===== src/rtl/shot_scheduler.sv =====
// ============================================================================
// Module      : shot_scheduler
// Description : Pool of in-flight shot slots. Allocates a slot on each fire
//               rising edge, moves every live shot up once per video frame,
//               retires shots at the top of the screen and serves renderer
//               position requests round-robin over live slots.
//               Optional macro SHOT_COOLDOWN_EN adds a frame-based cooldown
//               between accepted shots.
// Revision    : 1.0 - initial release
// ============================================================================
`default_nettype none

module shot_scheduler #(
    parameter int NUM_SHOTS = 4,
    parameter int START_Y   = 440,
    parameter int SPEED     = 4,
    parameter int H_MAX     = 640,
    parameter int V_MAX     = 480,
    parameter int COOLDOWN  = 8
) (
    input  logic       clk,
    input  logic       reset,
    input  logic       fire,
    input  logic [9:0] pos_x,
    input  logic [9:0] vcount,
    input  logic [9:0] hcount,
    input  logic       peticion,
    output logic [9:0] position_y,
    output logic [9:0] position_x,
    output logic       shot_valid,
    output logic [5:0] conta,
    output logic       busy
);

    localparam logic [0:0] ST_IDLE   = 1'b0;
    localparam logic [0:0] ST_UPDATE = 1'b1;
    localparam logic [2:0] LAST_IDX  = 3'(NUM_SHOTS - 1);

    // Reject parameter values the 3-bit slot index and 8-bit cooldown cannot hold
    if (NUM_SHOTS < 1 || NUM_SHOTS > 8 || COOLDOWN < 0 || COOLDOWN > 255) begin : g_param_check
        $error("shot_scheduler: NUM_SHOTS must be 1..8 and COOLDOWN 0..255");
    end

    // Slot storage
    logic [9:0]           slot_x_q [NUM_SHOTS];
    logic [9:0]           slot_x_d [NUM_SHOTS];
    logic [9:0]           slot_y_q [NUM_SHOTS];
    logic [9:0]           slot_y_d [NUM_SHOTS];
    logic [NUM_SHOTS-1:0] slot_act_q, slot_act_d;

    // Control and output registers
    logic [0:0] state_q, state_d;
    logic [2:0] upd_idx_q, upd_idx_d;
    logic [2:0] rd_ptr_q, rd_ptr_d;
    logic       fire_q, fire_d;
    logic       pend_q, pend_d;
    logic [9:0] pend_x_q, pend_x_d;
    logic [9:0] out_x_q, out_x_d;
    logic [9:0] out_y_q, out_y_d;
    logic       valid_q, valid_d;
    logic [5:0] conta_q, conta_d;
    logic       busy_q, busy_d;
`ifdef SHOT_COOLDOWN_EN
    logic [7:0] cool_q, cool_d;
`endif

    // Combinational helpers
    logic       frame_tick, fire_edge, alloc, cool_ok;
    logic       free_found, rd_found;
    logic [2:0] free_idx, rd_idx;
    logic [9:0] rd_x, rd_y;
    logic [3:0] rd_dist, rd_best;

    // Next-state logic: edge detect, allocation, frame update, readout, cooldown
    always_comb begin
        slot_x_d   = slot_x_q;
        slot_y_d   = slot_y_q;
        slot_act_d = slot_act_q;
        state_d    = state_q;
        upd_idx_d  = upd_idx_q;
        rd_ptr_d   = rd_ptr_q;
        fire_d     = fire;
        pend_d     = pend_q;
        pend_x_d   = pend_x_q;
        out_x_d    = out_x_q;
        out_y_d    = out_y_q;
        valid_d    = 1'b0;
        conta_d    = conta_q;
        busy_d     = busy_q;
        alloc      = 1'b0;

        frame_tick = (hcount == 10'(H_MAX)) && (vcount == 10'(V_MAX));
        fire_edge  = fire & ~fire_q;

`ifdef SHOT_COOLDOWN_EN
        cool_d  = cool_q;
        cool_ok = (cool_q == 8'd0);
`else
        cool_ok = 1'b1;
`endif

        // Lowest-index free slot: scan downward so the smallest index wins
        free_found = 1'b0;
        free_idx   = 3'd0;
        for (int i = NUM_SHOTS - 1; i >= 0; i--) begin
            if (!slot_act_q[i]) begin
                free_found = 1'b1;
                free_idx   = 3'(i);
            end
        end

        // Round-robin pick: smallest distance past the read pointer, own slot last
        rd_found = 1'b0;
        rd_idx   = 3'd0;
        rd_x     = 10'd0;
        rd_y     = 10'd0;
        rd_best  = 4'(NUM_SHOTS);
        rd_dist  = 4'd0;
        for (int i = 0; i < NUM_SHOTS; i++) begin
            rd_dist = 4'(i) + 4'(NUM_SHOTS) - {1'b0, rd_ptr_q} - 4'd1;
            if (rd_dist >= 4'(NUM_SHOTS)) begin
                rd_dist = rd_dist - 4'(NUM_SHOTS);
            end
            if (slot_act_q[i] && (rd_dist < rd_best)) begin
                rd_best  = rd_dist;
                rd_found = 1'b1;
                rd_idx   = 3'(i);
                rd_x     = slot_x_q[i];
                rd_y     = slot_y_q[i];
            end
        end

        if (state_q == ST_IDLE) begin
            // A pending request is always consumed, even when it cannot be placed
            if (pend_q) begin
                pend_d = 1'b0;
                alloc  = free_found && cool_ok;
            end
            // Allocation and the frame tick share this edge; the new shot moves this frame
            if (frame_tick) begin
                state_d   = ST_UPDATE;
                upd_idx_d = 3'd0;
                busy_d    = 1'b1;
            end
        end else begin
            for (int i = 0; i < NUM_SHOTS; i++) begin
                if ((3'(i) == upd_idx_q) && slot_act_q[i]) begin
                    if (slot_y_q[i] >= 10'(SPEED)) begin
                        slot_y_d[i] = slot_y_q[i] - 10'(SPEED);
                    end else begin
                        slot_act_d[i] = 1'b0;
                    end
                end
            end
            if (upd_idx_q == LAST_IDX) begin
                state_d = ST_IDLE;
                busy_d  = 1'b0;
            end else begin
                upd_idx_d = upd_idx_q + 3'd1;
            end
        end

        for (int i = 0; i < NUM_SHOTS; i++) begin
            if (alloc && (3'(i) == free_idx)) begin
                slot_x_d[i]   = pend_x_q;
                slot_y_d[i]   = 10'(START_Y);
                slot_act_d[i] = 1'b1;
            end
        end

        if (alloc && (conta_q != 6'd63)) begin
            conta_d = conta_q + 6'd1;
        end

`ifdef SHOT_COOLDOWN_EN
        if (frame_tick && (cool_q != 8'd0)) begin
            cool_d = cool_q - 8'd1;
        end
        if (alloc) begin
            cool_d = 8'(COOLDOWN);
        end
`endif

        // A new edge after consumption re-arms the request; latest pos_x wins
        if (fire_edge) begin
            pend_d   = 1'b1;
            pend_x_d = pos_x;
        end

        if (peticion) begin
            if (rd_found) begin
                out_x_d  = rd_x;
                out_y_d  = rd_y;
                valid_d  = 1'b1;
                rd_ptr_d = rd_idx;
            end else begin
                out_x_d = 10'd0;
                out_y_d = 10'd0;
            end
        end
    end

    // State registers with synchronous active-low reset
    always_ff @(posedge clk) begin
        if (!reset) begin
            for (int i = 0; i < NUM_SHOTS; i++) begin
                slot_x_q[i] <= 10'd0;
                slot_y_q[i] <= 10'd0;
            end
            slot_act_q <= '0;
            state_q    <= ST_IDLE;
            upd_idx_q  <= 3'd0;
            rd_ptr_q   <= LAST_IDX;
            fire_q     <= 1'b0;
            pend_q     <= 1'b0;
            pend_x_q   <= 10'd0;
            out_x_q    <= 10'd0;
            out_y_q    <= 10'd0;
            valid_q    <= 1'b0;
            conta_q    <= 6'd0;
            busy_q     <= 1'b0;
`ifdef SHOT_COOLDOWN_EN
            cool_q     <= 8'd0;
`endif
        end else begin
            slot_x_q   <= slot_x_d;
            slot_y_q   <= slot_y_d;
            slot_act_q <= slot_act_d;
            state_q    <= state_d;
            upd_idx_q  <= upd_idx_d;
            rd_ptr_q   <= rd_ptr_d;
            fire_q     <= fire_d;
            pend_q     <= pend_d;
            pend_x_q   <= pend_x_d;
            out_x_q    <= out_x_d;
            out_y_q    <= out_y_d;
            valid_q    <= valid_d;
            conta_q    <= conta_d;
            busy_q     <= busy_d;
`ifdef SHOT_COOLDOWN_EN
            cool_q     <= cool_d;
`endif
        end
    end

    assign position_x = out_x_q;
    assign position_y = out_y_q;
    assign shot_valid = valid_q;
    assign conta      = conta_q;
    assign busy       = busy_q;

endmodule

`default_nettype wire


===== config.mk =====
export PLATFORM = sky130hd
export DESIGN_NAME = shot_scheduler
export DESIGN_NICKNAME = d
export VERILOG_FILES = /design/src/rtl/shot_scheduler.sv
export SDC_FILE = /design/constraint.sdc
export NUM_CORES = 1
export LEC_CHECK = 0
export ABC_AREA = 0
export BUFFER_PORTS_ARGS = -buffer_cell sky130_fd_sc_hd__buf_2
export CAP_MARGIN = 15
export CELL_PAD_IN_SITES_DETAIL_PLACEMENT = 0
export CELL_PAD_IN_SITES_GLOBAL_PLACEMENT = 2
export CORE_MARGIN = 4
export CORE_UTILIZATION = 30
export DETAILED_ROUTE_END_ITERATION = 8
export MAX_ROUTING_LAYER = met4
export PLACE_DENSITY_LB_ADDON = 0.1
export SLEW_MARGIN = 20
export SYNTH_ARGS = -nofsm -noshare
export SYNTH_HDL_FRONTEND = slang
export SYNTH_SLANG_ARGS = --single-unit

===== constraint.sdc =====
create_clock -name clk -period 5.1 [get_ports clk]
set_input_delay 0.255 -clock clk [delete_from_list [all_inputs] [get_ports clk]]
set_output_delay 0.255 -clock clk [all_outputs]
set_load 0.05 [all_outputs]

==> run summary <==
DRT Pass-1 Iters = 4
PortBufs = 59
CP Max Fanout = 18
root buffer cell = clkbuf_16
# rows = 51
commonest non-fill, non-tap cells in the layout = 165 x nand2_1, 120 x dfxtp_1, 76 x a21oi_1, 59 x buf_2, 54 x inv_1
DRT Wirelength = 16700 um
min-delay worst type = input pin to flip-flop
clk_skew = 11.3 ps
Final #Nets = 840
H-tree depth = 4
Main synth FF type = dfxtp_1
CTS buffer count = 17
Horiz. Die Dim = 150 um
fmax = 209 MHz
placed cell count = 1024
commonest non-fill, non-tap cell in the layout = nand2_1
worst vdd ir = 0.194 mV
Simple-Gate Fraction of Synth Area = 22.0%
Critical Path AT = 5130 ps
Routability Congestion = 0.765
CTS tree = built
clock-pin slew of the registers on the worst-case setup and hold paths = 60 ps
status = finished clean
Cells after Synth = 729
Leak = 0.00267 uW
Hold Crit Depth = 3
GR Overflow Total = 0
Final Non-Filler Cells = 1056
Synth-to-Final Area Change = 17.6%
Max-Cap Viols = 0
Routed wire per std cell = 15.8 um
layout cells sized above 1 = 16.8%
Seq/Total Area, Yosys = 39.9%
Final ANT Viol Nets = 0
Compound-Gate Fraction of Synth Area = 14.4%
Yosys warnings = 0
Mapped Area = 6020 um^2
# diodes = 0
DIE HEIGHT = 150 um
global-route wire length before repair = 27000 um
proportion of synthesized area in mux cells = 6.33%
post-synthesis cell type count = 62
PwrDens = 317 nW/um^2
Final Hold Vio Count = 0
CTS max path bufs = 2
die area = 22400 um^2
Final TNS setup = 0 ps
final core occ = 36.2%
number of global-route vias before repair = 4960
Slew Limit Fails = 0
vias post-DR = 4923
XOR/XNOR share of the synthesized area = 4.51%
Worst setup SP type = flip-flop
worst r2r path cells = 19
hold bufs inserted after CTS = 0
# IOs = 62
Adder-Cell Fraction of Synth Area = 5.82%
Synth top area share = 39.9%
pin count of the biggest net entering global routing = 66
Clk Latency, worst-skew pair = 420 ps
Avg Vias per Cell = 4.66
largest family of logic cells by synthesized area = simple AND/OR/NAND/NOR gates
overall global routing resource usage = 16.1%
starting density of the core = 30.8%
dpl hpwl = 11900 um
Synth area leader = dfxtp_1
initial antenna violation count = 0
Worst Tran Pin Value = 851 ps
Period minus WS final = 4790 ps
Synth Register Bits = 120
Critical Path End Type = flip-flop
Final period util = 94.0%
DR DRC count = 0
# setup viols final = 0
Worst slew margin = 42.9%
top post-synthesis cells by area = dfxtp_1 40%, nand2_1 10%, a21oi_1 6.3%
number of flops mapped to enable cells by yosys = 0
Detailed Route Iter0 Violations = 158
average size of a mapped cell = 8.26 um^2
core area = 19600 um^2
clk sink count = 120
crit path kind = flip-flop to flip-flop
WP data required = 5430 ps
async set-reset flop share out of synthesis = 0%
-- layout make-up --
class / count / area [um^2]
sequential: 120 / 2400
inverter: 55 / 206
tap: 265 / 332
timing repair buffer: 67 / 355
fill: 2103 / 12500
clock buffer: 18 / 439
clock inverter: 14 / 123
multi-input combinational: 517 / 3230
-- critical path: stages (launching register included) --
cell and delay [ps]:
dfxtp_1 460, inv_1 140, ha_1 210, or2b_2 210
inv_1 60, ha_1 160, and2b_4 260, nand2_4 70
nor2_2 130, mux2_2 350, ha_1 280, o211ai_1 420
o21a_1 260, a21oi_1 90, ha_1 270, o21ai_0 80
a31oi_1 180, o21ai_2 130, or3_2 680, o221ai_1 260
-- routing by layer --
layer	routed length, um	vias to the layer above	GRT usage [%]
met3	408	17	3.54
met4	165	0	3.98
li1	-	2543	-
met5	0	-	-
met1	8030	2299	20.1
met2	8120	64	26.7
-- cell families (layout without fill, tap and decap cells) --
| logic type | Yosys count | count (layout) |
|---|---|---|
| AOI/OAI and AO/OA | 127 | 127 |
| xor gates and xnor gates | 31 | 31 |
| adders and majority gates | 28 | 28 |
| buffers and inverters | 93 | 154 |
| DFF | 120 | 120 |
| muxes | 38 | 38 |
| other | 2 | 3 |
| and+or+nand+nor | 290 | 290 |
-- final timing paths --
path              slack (ps)             to          from
setup reg to reg         310  position_x[9]   rd_ptr_q[1]
setup / recovery         310  position_x[9]   rd_ptr_q[1]
hold / removal            70    pend_x_q[5]      pos_x[5]
hold reg to reg          450   slot_x_q[18]  slot_x_q[18]
-- flip-flops by register name, summed over array words and instances (netlist names) --
signal	flops
rd_ptr_q	2
pend_x_q	10
state_q	1
position_y	8
slot_x_q	40
slot_act_q	4
fire_q	1
upd_idx_q	3
position_x	10
pend_q	1
shot_valid	1
busy	1
conta	6
slot_y_q	32
-- through the flow --
step	setup WS, ps	power, uW	cell area [um^2]	hold WS (ps)
after global routing	-0.167	2340	7080	62.8
after detailed placement	129	1120	6510	445
after floorplan	586	1080	6030	377
after global placement	300	1120	6510	442
after CTS	94.4	2280	7080	52.2
final	308	2250	7080	67.2
-- cell usage after synthesis, drive strengths merged (6+ instances only) --
library cell	count
ha	28
xor2	7
mux2i	37
nor3	13
inv	55
nor4	7
nor2	49
nand3	9
or3	7
o21ai	16
nand4	9
nand2	166
clkbuf	18
dfxtp	120
buf	20
xnor2	24
o221ai	18
a21oi	77
and2	6
-- repair_timing --
item                                    CTS  global route
endpoints found under the setup margin    0            18
gates resized for setup                   0             2
setup buffers                             0             0
-- power breakdown --
| group | internal, uW | switching, uW |
|---|---|---|
| Sequential | 952 | 18.2 |
| Clock | 684 | 464 |
| Combinational | 43.4 | 86.0 |
| Total | 1680 | 568 |
No activity file was read; power rests on OpenSTA's default activity.
